`src/rtl/reg_write_scheduler.sv`:
```
// Register-file write-port scheduler: merges in-order WB writes with buffered
// long-latency results, drives a registered write stage, and exposes forwarding lookups.
module reg_write_scheduler #(
    parameter int unsigned DEPTH    = 4,
    parameter int unsigned MAX_WAIT = 8
) (
    input  logic                       clk,
    input  logic                       rst,
    input  logic                       wb_we,
    input  logic [4:0]                 wb_reg,
    input  logic [31:0]                wb_data,
    input  logic                       mu_valid,
    input  logic [4:0]                 mu_reg,
    input  logic [31:0]                mu_data,
    output logic                       mu_ready,
    output logic                       RegWrite,
    output logic [4:0]                 WriteReg,
    output logic [31:0]                WriteData,
    input  logic [4:0]                 fwd_reg1,
    input  logic [4:0]                 fwd_reg2,
    output logic                       fwd_hit1,
    output logic                       fwd_hit2,
    output logic [31:0]                fwd_data1,
    output logic [31:0]                fwd_data2,
    output logic                       pipe_stall,
    output logic [$clog2(DEPTH+1)-1:0] pending_cnt
);
    localparam int unsigned PW = $clog2(DEPTH);
    localparam int unsigned CW = $clog2(DEPTH + 1);
    localparam int unsigned WW = $clog2(MAX_WAIT + 1);

    logic [4:0]       ent_reg_q  [DEPTH];
    logic [31:0]      ent_data_q [DEPTH];
    logic [DEPTH-1:0] ent_live_q, ent_live_d;
    logic [PW-1:0]    rptr_q, wptr_q;
    logic [CW-1:0]    cnt_q, cnt_d;
    logic [WW-1:0]    wait_q, wait_d;
    logic             stall_q, stall_d, pop_q;
    logic             we_q, we_d;
    logic [4:0]       waddr_q, waddr_d;
    logic [31:0]      wdata_q, wdata_d;

    logic wb_issue, fifo_empty, push, pop, head_live;

    assign wb_issue   = wb_we && (wb_reg != 5'd0);
    assign fifo_empty = (cnt_q == '0);
    assign mu_ready   = (cnt_q < CW'(DEPTH));
    // mu_reg=0 results are handshaken but never stored.
    assign push       = mu_valid && mu_ready && (mu_reg != 5'd0);
    assign pop        = !wb_issue && !fifo_empty;
    assign head_live  = ent_live_q[rptr_q];

    always_comb begin
        ent_live_d = ent_live_q;
        if (wb_issue) begin
            for (int unsigned i = 0; i < DEPTH; i++) begin
                if (ent_reg_q[i] == wb_reg) ent_live_d[i] = 1'b0;
            end
        end
        if (pop) ent_live_d[rptr_q] = 1'b0;
        // A same-cycle MU result is older than the WB write, so it arrives already dead.
        if (push) ent_live_d[wptr_q] = !(wb_issue && (mu_reg == wb_reg));
    end

    always_comb begin
        cnt_d = cnt_q + CW'(push) - CW'(pop);

        we_d    = 1'b0;
        waddr_d = waddr_q;
        wdata_d = wdata_q;
        if (wb_issue) begin
            we_d    = 1'b1;
            waddr_d = wb_reg;
            wdata_d = wb_data;
        end else if (pop && head_live) begin
            we_d    = 1'b1;
            waddr_d = ent_reg_q[rptr_q];
            wdata_d = ent_data_q[rptr_q];
        end

        if (fifo_empty || pop) begin
            wait_d = '0;
        end else if (wait_q < WW'(MAX_WAIT)) begin
            wait_d = wait_q + WW'(1);
        end else begin
            wait_d = wait_q;
        end

        // Stall drops one edge after the pop that relieved it.
        if (wait_d == WW'(MAX_WAIT)) begin
            stall_d = 1'b1;
        end else if (pop_q) begin
            stall_d = 1'b0;
        end else begin
            stall_d = stall_q;
        end
    end

    always_ff @(posedge clk or negedge rst) begin
        if (!rst) begin
            ent_live_q <= '0;
            rptr_q     <= '0;
            wptr_q     <= '0;
            cnt_q      <= '0;
            wait_q     <= '0;
            stall_q    <= 1'b0;
            pop_q      <= 1'b0;
            we_q       <= 1'b0;
            waddr_q    <= '0;
            wdata_q    <= '0;
        end else begin
            ent_live_q <= ent_live_d;
            if (push) wptr_q <= wptr_q + PW'(1);
            if (pop)  rptr_q <= rptr_q + PW'(1);
            cnt_q      <= cnt_d;
            wait_q     <= wait_d;
            stall_q    <= stall_d;
            pop_q      <= pop;
            we_q       <= we_d;
            waddr_q    <= waddr_d;
            wdata_q    <= wdata_d;
        end
    end

    // Payload storage needs no reset; liveness gates every use.
    always_ff @(posedge clk) begin
        if (push) begin
            ent_reg_q[wptr_q]  <= mu_reg;
            ent_data_q[wptr_q] <= mu_data;
        end
    end

    logic [4:0]  fa [2];
    logic        fh [2];
    logic [31:0] fd [2];

    assign fa[0] = fwd_reg1;
    assign fa[1] = fwd_reg2;

    always_comb begin
        for (int unsigned p = 0; p < 2; p++) begin
            fh[p] = 1'b0;
            fd[p] = '0;
            if (fa[p] != 5'd0) begin
                if (we_q && (waddr_q == fa[p])) begin
                    fh[p] = 1'b1;
                    fd[p] = wdata_q;
                end
                // Walk oldest to youngest so the youngest live match wins.
                for (int unsigned i = 0; i < DEPTH; i++) begin
                    if (ent_live_q[rptr_q + PW'(i)] && (ent_reg_q[rptr_q + PW'(i)] == fa[p])) begin
                        fh[p] = 1'b1;
                        fd[p] = ent_data_q[rptr_q + PW'(i)];
                    end
                end
            end
        end
    end

    assign fwd_hit1    = fh[0];
    assign fwd_data1   = fd[0];
    assign fwd_hit2    = fh[1];
    assign fwd_data2   = fd[1];
    assign RegWrite    = we_q;
    assign WriteReg    = waddr_q;
    assign WriteData   = wdata_q;
    assign pipe_stall  = stall_q;
    assign pending_cnt = cnt_q;
endmodule

```
`config.mk`:
```
export PLATFORM = sky130hd
export DESIGN_NAME = reg_write_scheduler
export DESIGN_NICKNAME = d
export VERILOG_FILES = /design/src/rtl/reg_write_scheduler.sv
export SDC_FILE = /design/constraint.sdc
export NUM_CORES = 1
export LEC_CHECK = 0
export CORE_ASPECT_RATIO = 0.6
export CORE_MARGIN = 4
export CORE_UTILIZATION = 45
export CTS_CLUSTER_DIAMETER = 40
export CTS_CLUSTER_SIZE = 25
export DETAILED_ROUTE_END_ITERATION = 6
export GPL_TIMING_DRIVEN = 0
export HOLD_SLACK_MARGIN = 0.1
export PLACE_DENSITY_LB_ADDON = 0.12
export SYNTH_ARGS = -nofsm -noshare
export SYNTH_HDL_FRONTEND = slang
export SYNTH_SLANG_ARGS = --single-unit
```
`constraint.sdc`:
```
create_clock -name clk -period 5.29 [get_ports clk]
set_input_delay 1.058 -clock clk [delete_from_list [all_inputs] [get_ports clk]]
set_output_delay 1.058 -clock clk [all_outputs]
set_load 0.005 [all_outputs]
```
Word level (Yosys, flattened, before mapping):

Memories as Yosys holds them, arrays and structs flattened.
Cells that the tools add are included.

* RAM bits: 148
* logic and storage cells: 131
* memories: 2
* register bits after elaboration: 55

* bitwise gates (word level): 2
* reductions and logical operators: 29
* mux-type cells: 56
* magnitude comparators: 9
* add/sub/neg operators: 7
* eq/ne operators: 16

Memories
* ent_data_q: words 4, width 32, rd ports 4, clocked after Yosys merged registers in 0, write ports 1, RTL line 33 `logic [31:0] ent_data_q [DEPTH];`
* ent_reg_q: words 4, width 5, rd ports 8, clocked after Yosys merged registers in 0, write ports 1, RTL line 32 `logic [4:0] ent_reg_q [DEPTH];`

Operator list (count)
* 32-bit 2-to-1 mux: 14
* 5-bit equality test: 15
* 1-bit 2-to-1 mux: 28
* 4-bit 2-to-1 mux: 5
* 5-bit nonzero test: 4
* 1-bit logical AND: 18
* 2-bit by 3-bit < comparator with 1-bit output (second input constant): 5
* 5-bit 2-to-1 mux: 2
* 1-bit binary-select mux with 2-bit select: 4
* 2-bit by 1-bit adder with 2-bit output (second input constant): 2
* 2-bit adder (second input constant): 2
* 4-bit by 1-bit adder with 4-bit output (second input constant): 1
* 4-bit bitwise AND: 1
* 4-bit bitwise mux: 1
* 1-bit demux with 2-bit select: 2
* 4-bit equality test (second input constant): 1
* 2-bit by 1-bit >= comparator with 1-bit output (second input constant): 2
* 4-bit < comparator (second input constant): 1
* 4-bit inverter: 1
* 2-bit nonzero test: 2
* 3-bit by 1-bit adder with 3-bit output: 1
* 1-bit zero test: 3
* 3-bit zero test: 1
* 3-bit < comparator (second input constant): 1
* other kinds (2): 2

Longest topological paths before layout:

Gate-level depths: netlist of the first run.

* depth after elaboration: 9
* mapped depth: 18
* gate-level depth less buffers: 11

Worst setup path before layout of the first run:

Ideal clock, no wire load.

* path type: register to output
* start point: register rptr_q[0]
* end point: output port fwd_data1[14]
* path slack: 0.124 ns
* cell stages (with the launch flop): 17
* arrival time: 4.108 ns
* required time: 4.232 ns
* path through: dfrtp_1 > buf_6 > buf_6 > buf_4 > buf_1 > buf_2 > inv_1 > ha_1 > buf_4 > mux4_2 > xnor2_1 > nand4_2 > nor2_4 > buf_4 > a221oi_2 > o31a_1 > nor3_2

* longest elaborated chain between the ends: 8

Ends and longest elaborated chain
* start: declaration: RTL line 35 `logic [PW-1:0] rptr_q, wptr_q;`
* start signal: assignment: RTL line 114 `if (pop) rptr_q <= rptr_q + PW'(1);`
* 2-bit by 1-bit adder with 2-bit output, or another cell as far along: RTL line 151, 153
* memory 4 x 5 bit, or another cell as far along
* 5-bit equality test, or another cell as far along: RTL line 151 `if (ent_live_q[rptr_q + PW'(i)] && (ent_reg_q[rptr_q + PW'(i)] == fa[p])) begin`
* 1-bit logical AND / 32-bit 2-to-1 mux (equally long branches): RTL line 151
* 32-bit 2-to-1 mux (2 in a row): RTL line 151
* 32-bit 2-to-1 mux *: RTL line 151
* 32-bit 2-to-1 mux *: RTL line 144 `if (fa[p] != 5'd0) begin`
* end: declaration: RTL line 23 `output logic [31:0] fwd_data1,`

Every way passes the cells marked *; elsewhere a longest branch is shown, timed or not. The select of a mux whose other input is x is not followed.

Worst setup path in the final report of the first run:

* start point: register rptr_q[1]
* end point: output port fwd_data2[28]

* longest elaborated chain between the ends: 8

Ends and longest elaborated chain
* 2-bit by 1-bit adder with 2-bit output, or another cell as far along: RTL line 151, 153
* memory 4 x 5 bit, or another cell as far along
* 5-bit equality test, or another cell as far along: RTL line 151
* 1-bit logical AND / 32-bit 2-to-1 mux (equally long branches): RTL line 151
* 32-bit 2-to-1 mux (2 in a row): RTL line 151
* 32-bit 2-to-1 mux *: RTL line 151
* 32-bit 2-to-1 mux *: RTL line 144
* end: declaration: RTL line 24 `output logic [31:0] fwd_data2,`

Marked as above.

==> impl_results.md, run 1 <==
- Initial Util: 0.4626
- Leakage power: 6.801 nW
- Number of I/O port buffers: 181
- RSZ-0062 raised after global routing: true
- CTS Buffer Depth: 3
- Final hold slack: 0.4399 ns
- Ys flop type: edfxtp_1
- DRC viols: 0
- Initial antenna violation count: 0
- # clock sinks: 203
- YS warnings: 0
- Root buffer cell: clkbuf_16
- Pwr Total: 11.22 mW
- FF+latch count, synth: 203
- Synth top area share: 0.3041
- Final hold vios: 0
- Die width: 240.7 um
- First-pass GRT wire length: 89,700 um
- Tightest Hold Check Type: reg2reg
- M2 GR Usage: 0.4609
- Vias/cell: 7.040
- Worst Setup End Kind: primary output
- Antenna viol nets, final: 0
- Latest clock arrival within the worst-skew pair: 0.57 ns
- Number of CTS-inserted buffers: 26
- WS Path Type: reg2out
- Placed cell count: 1,806
- Cells after synthesis: 1,205
- Total wire length: 61,720 um
- Synth-to-layout area growth: 31.61%
- Layout cells sized above 1: 0.3546
- VDD IR max: 0.2876 mV
- Die height: 147.6 um
- Clock transition at the registers of the reported paths: 0.07 ns
- Maxcap violations: 0
- Design area: 19,230 um^2
- Power density cells: 583.4 nW/um^2
- DR pass1 iterations: 6
- DRT iter0 DRCs: 2,237
- Violated checks: setup timing
- GR Layer Usage met1: 0.4943
- Dominant cell type by area after synthesis: edfxtp_1
- IO Count: 197
- Tcrit/Tclk final: 1.003
- Die ar.: 35,520 um^2
- Gpl congestion: 0.9865
- Worst Setup SP: rptr_q[1]
- GR Util met3: 0.1596
- Placeable core area: 31,590 um^2
- Final Non-Filler Cells: 1,902
- Mapped Area: 14,620 um^2
- Post-synth EDFFs: 148
- RR Startpoint: rptr_q[0]
- Slew Viols, Final: 0
- Seq/Total Area, Yosys: 0.3983
- Outcome: complete, but fails checks
- CP Data Required Time: 4.23 ns
- Yosys cell types: 60
- Startpoint types: flip-flop
- Minimum clock period: 5.307 ns
- Via count: 13,390
- Post-synth ARST share: 0.2709
- Final worst setup slack: -0.01655 ns
- Standard-cell row count: 50
- Vias in the first global route: 13,090
- Grt ovf: 0
- Worst Path Arrival: 4.25 ns
- Slew @ Worst Pin: 1.282 ns
- N_diodes: 0
- DP Worst Slack: -2.226 ns
- Mean post-synth cell area: 12.13 um^2
- Synthesized Nets: 1,305
- Nets: 1,566
- Setup Skew: 0.01852 ns
- GRT Total Usage: 0.3428
- CTS tree: yes
- Busiest layer in global routing: met1
- Setup-failing EPs final: 3
- Hpwl dp: 44,140 um
- Placed cell area: 17,030 um^2
- Slew HR: 0.1456
- Area contributors post-synth: edfxtp_1 30%, mux4_2 23%, dfrtp_1 9.4%
- Min-delay src: pop_q
- Fmax: 188.4 MHz
- Clock H-tree levels: 1
- Crit Path Max Fanout: 6
- Wirelength per Cell: 32.45 um
- Largest net degree at the start of global routing: 56
- Fillers: 2,509
metal layers:
layer / up-vias / share of wire
met5: - / 0
met4: 0 / 0.039
met3: 166 / 0.17
met2: 1206 / 0.40
met1: 6684 / 0.39
li1: 5335 / -
critical path, cell delays in order, from the launching register on:
cell	delay (ns)
dfrtp_2	0.41
buf_12	0.12
buf_12	0.10
buf_12	0.12
clkinvlp_4	0.13
ha_4	0.34
buf_4	0.13
mux4_2	0.34
xnor2_2	0.18
nand4_1	0.23
or2_4	0.33
buf_8	0.14
nand2_4	0.08
buf_12	0.13
bufbuf_16	0.28
a2111oi_2	0.06
nor4_2	0.36
buf_2	0.18
state kept, by name, summed over array words and instances (netlist names):
register,flops
ent_data_q,128
ent_reg_q,20
pop_q,1
rptr_q,2
wptr_q,2
wait_q,4
ent_live_q,4
WriteData,32
pipe_stall,1
pending_cnt,3
WriteReg,5
RegWrite,1
logic make-up (layout without fill, tap and decap cells):
group	after synthesis	count (layout)	share of synthesized area
flops	203	203	0.3983
simple gates	390	390	0.1334
mux	153	153	0.2349
buf+inv	134	415	0.04623
fa+ha+maj	12	12	0.01079
xor+xnor	81	81	0.04854
compound gates	232	232	0.1279
report_power, final:
part           total [mW]  switching [mW]  internal, mW
combinational        6.85            3.74          3.11
clock                1.83           0.809          1.02
sequential           2.54           0.454          2.09
total                11.2            5.00          6.22
per-stage QoR:
| stage | utilization | TNS (ns) |
|---|---|---|
| floorplan | - | 0 |
| global placement | 0.5364 | -130.28 |
| detailed placement | 0.5391 | -130.61 |
| CTS | 0.6053 | -0.008900 |
| global route | 0.6088 | -0.5384 |
| finish | 0.6088 | -0.01913 |
area by class of cell:
type,count,area (um^2),share of cell area
clock inverters,20,209.0,0.01086
inverters,12,52.55,0.002732
well taps,416,520.5,0.02706
plain buffers,118,884.6,0.04599
clock buffers,28,679.4,0.03532
repair buffers,237,2263,0.1177
flip-flops and latches,203,5822,0.3027
multi-input cells,868,8803,0.4577
synth_stat cells, types with 3 or more instances:
cell type	n
mux4_2	152
edfxtp_1	148
nand2_1	124
nor2_1	120
clkbuf_1	63
dfrtp_1	55
nor3_1	55
xnor2_1	49
a31oi_1	39
a21oi_1	33
xor2_1	32
o31a_1	27
buf_2	23
nor3_2	23
a221oi_2	21
o22ai_1	20
nor4_1	18
buf_4	17
a211oi_1	13
a22oi_1	13
o31ai_1	13
a221oi_1	11
ha_1	11
inv_1	11
buf_1	10
a2111oi_0	9
a2111oi_2	9
nor4_2	9
o21ai_0	9
and3_1	7
buf_6	7
and2_1	5
o32ai_1	5
a32oi_1	4
nand4_1	4
nand3_1	3
nor2_4	3
nor3b_1	3
or4_1	3
final timing paths:
check / endpoint / slack (ns) / cells past startpoint
setup reg to reg: WriteData[24] / 1.93 / 9
hold reg to reg: pipe_stall / 0.44 / 1
max in group asynchronous: WriteData[22] / 4.12 / 1
min in group asynchronous: WriteData[1] / 0.58 / 1
hold / removal: pipe_stall / 0.44 / 1
setup / recovery: fwd_data2[28] / -0.02 / 17
cells in the final DEF, fill, tap and decap left out, types with 38 or more instances in the layout:
cell             Yosys  final
nand2_1            124    121
clkdlybuf4s50_1      0    114
dfrtp_1             55     54
a31oi_1             39     38
buf_4               17     55
nor3_1              55     46
xnor2_1             49     40
clkbuf_1            63     40
nor2_1             120    117
mux4_2             152    152
edfxtp_1           148    148
what timing repair did:
| item | in CTS | in global routing |
|---|---|---|
| gates resized for setup | 361 | 45 |
| endpoints found under the setup margin | 66 | 65 |
| endpoints found under the hold margin | 0 | 0 |
| hold buffers | 0 | 0 |
| setup buffers | 35 | 14 |
| pin swaps | 61 | 29 |
| cloned | 3 | 1 |
(Power assumes the default switching activity.)
==> run 2: changes to the inputs <==
--- a/config.mk
+++ b/config.mk
@@ -13,7 +13,7 @@
 export DETAILED_ROUTE_END_ITERATION = 6
 export GPL_TIMING_DRIVEN = 0
 export HOLD_SLACK_MARGIN = 0.1
-export PLACE_DENSITY_LB_ADDON = 0.12
+export PLACE_DENSITY = 0.7
 export SYNTH_ARGS = -nofsm -noshare
 export SYNTH_HDL_FRONTEND = slang
 export SYNTH_SLANG_ARGS = --single-unit
==> impl_results.md, run 2 (synthesis gave the netlist of run 1 again) <==
- VDD IR max: 0.2880 mV (+0.16%)
- Clock H-tree levels: 1 (unchanged)
- Reg with most FFs: ent_data_q
- Vias/cell: 7.155 (+1.6%)
- CTS tree: yes
- Root buffer cell: clkbuf_16
- Gpl congestion: 1.048 (+6.2%)
- Most common cell after layout, fill and taps aside: mux4_2
- Tightest Hold Check Type: reg2reg
- Latest clock arrival within the worst-skew pair: 0.58 ns (about the same)
- CP Data Required Time: 4.23 ns (about the same)
- Top layer in use: met5
- Outcome: complete, but fails checks
- Hpwl dp: 43,100 um (-2.3%)
- Placeable core area: 31,590 um^2 (unchanged)
- Initial antenna violation count: 0 (unchanged)
- Standard-cell row count: 50 (unchanged)
- Total wire length: 61,860 um (+0.23%)
- GRT Total Usage: 0.3378 (-0.004971)
- CTS Hold Bufs: 0 (unchanged)
- Fmax: 190.6 MHz (+1.1%)
- Die ar.: 35,520 um^2 (unchanged)
- Slew Viols, Final: 0 (unchanged)
- Metal-1 WL: 23,240 um (-4.2%)
- Tcrit/Tclk final: 0.9920 (-0.01114)
- Setup-failing EPs final: 0 (-3)
- DR pass1 iterations: 7 (+1)
- Nets: 1,573 (+0.45%)
- Startpoint types: primary input
- Final worst setup slack: 0.04240 ns (+0.05895 ns)
- Maxcap violations: 0 (unchanged)
- DR WL met2: 24,570 um (-0.19%)
- Vias in the first global route: 13,110 (+0.18%)
- Leakage power: 6.849 nW (+0.71%)
- Largest net degree at the start of global routing: 56 (unchanged)
- Slew HR: 0.07963 (-0.06593)
- Die width: 240.7 um (unchanged)
- Setup Skew: 0.01345 ns (-0.005070 ns)
- Layout cells sized above 1: 0.3434 (-0.01127)
- Worst Setup End Kind: primary output
- Worst Path Arrival: 4.19 ns (-0.06 ns)
- Initial Util: 0.4626 (unchanged)
- DRC viols: 6 (+6)
- Met3 WL post-DR: 11,170 um (+7.1%)
- Most frequent cells in the layout: 152 x mux4_2, 148 x edfxtp_1, 121 x nand2_1, 119 x nor2_1, 115 x clkdlybuf4s50_1
- Max FFs per register: 128 (unchanged)
- CTS Buffer Depth: 3 (unchanged)
- Antenna viol nets, final: 0 (unchanged)
- Die height: 147.6 um (unchanged)
- Clock transition at the registers of the reported paths: 0.07 ns (about the same)
- Number of I/O port buffers: 181 (unchanged)
- Grt ovf: 0 (unchanged)
- Crit Path Max Fanout: 10 (+4)
- DRT iter0 DRCs: 2,394 (+7.0%)
- DP Worst Slack: -2.315 ns (-0.08840 ns)
- Final hold vios: 0 (unchanged)
- Slew @ Worst Pin: 1.381 ns (+0.09890 ns)
- Wirelength per Cell: 32.37 um (-0.24%)
- Violated checks: DRC
- Synth-to-layout area growth: 31.60% (about the same)
- First-pass GRT wire length: 88,890 um (-0.91%)
- Minimum clock period: 5.248 ns (-0.05895 ns)
- Power density cells: 591.8 nW/um^2 (+1.4%)
- Number of CTS-inserted buffers: 27 (+3.8%)
- IO Count: 197 (unchanged)
- Via count: 13,670 (+2.1%)
- WS Path Type: in2out
- # clock sinks: 203 (unchanged)
- Final hold slack: 0.4377 ns (-0.002234 ns)
[run 2: changes by cell type in the layout (fill, tap and decap cells not counted), moves of 5 or more]
cell and change:
buf_12 -5, buf_4 +8, a22oi_1 +6, buf_2 -8
clkinvlp_4 -5, a22oi_2 -6
[run 2: repair_timing]
action,in CTS,in global routing
setup endpoints to repair,66,66
pin swaps,62,18
gates resized for setup,321,40
buffers inserted,30,25
gates cloned,2,2
[run 2: final timing paths]
path	from	end	slack (ns)	cells past startpoint
setup / recovery	fwd_reg1[2]	fwd_data1[26]	0.04	6
hold / removal	pop_q	pipe_stall	0.44	1
setup reg to reg	rptr_q[0]	WriteData[18]	1.60	9
hold reg to reg	pop_q	pipe_stall	0.44	1
max in group asynchronous	rst	rptr_q[1]	4.13	1
min in group asynchronous	rst	WriteData[6]	0.59	1
[run 2: area by class of cell]
class / count / area, um^2
Fill cell: 2411 / 12360
Buffer: 117 / 869.6
Antenna cell: 1 / 2.502
Clock inverter: 21 / 259.0
Timing Repair Buffer: 243 / 2300
Clock buffer: 29 / 683.2
Inverter: 12 / 48.80
Tap cell: 416 / 520.5
Sequential cell: 203 / 5822
Multi-Input combinational cell: 869 / 8728
[run 2: worst max-delay path, stage by stage]
cell and delay, ns:
clkbuf_1 0.25, or4_1 0.63, nor2_1 0.71, clkbuf_1 1.07, nor3_4 0.12, dlygate4sd2_1 0.33
[run 2: stage by stage]
| step | cells | TNS [ns] | area (um^2) | power, mW | utilization |
|---|---|---|---|---|---|
| final | 1911 | 0 | 19230 | 11.38 | 0.6088 |
| after global routing | 1910 | -0.01835 | 19230 | 11.69 | 0.6087 |
| after CTS | 1885 | -0.01232 | 18920 | 10.97 | 0.5990 |
| after detailed placement | 1806 | -130.05 | 17030 | 8.562 | 0.5391 |
| after global placement | 1802 | -130.08 | 16950 | 8.441 | 0.5364 |
| after floorplan | 1205 | 0 | 14620 | 6.209 | - |
[run 2: per-layer routing]
metal | up-vias | GRT usage
met5 | - | 0.01240
met4 | 2 | 0.1072
met3 | 223 | 0.1550
met2 | 1405 | 0.4644
met1 | 6681 | 0.4762
li1 | 5362 | -
[run 2: where the power goes]
| part | leakage (nW) | switching [mW] | internal, mW |
|---|---|---|---|
| logic | 4.39 | 3.73 | 3.13 |
| clock network | 0.465 | 0.810 | 1.16 |
| registers | 1.99 | 0.463 | 2.09 |
==> run 3: changes to the inputs <==
--- a/config.mk
+++ b/config.mk
@@ -5,6 +5,7 @@
 export SDC_FILE = /design/constraint.sdc
 export NUM_CORES = 1
 export LEC_CHECK = 0
+export ABC_AREA = 0
 export CORE_ASPECT_RATIO = 0.6
 export CORE_MARGIN = 4
 export CORE_UTILIZATION = 45
==> results of run 3 <==
Same layout as run 2: the final DEF is identical, and so are final timing and power.
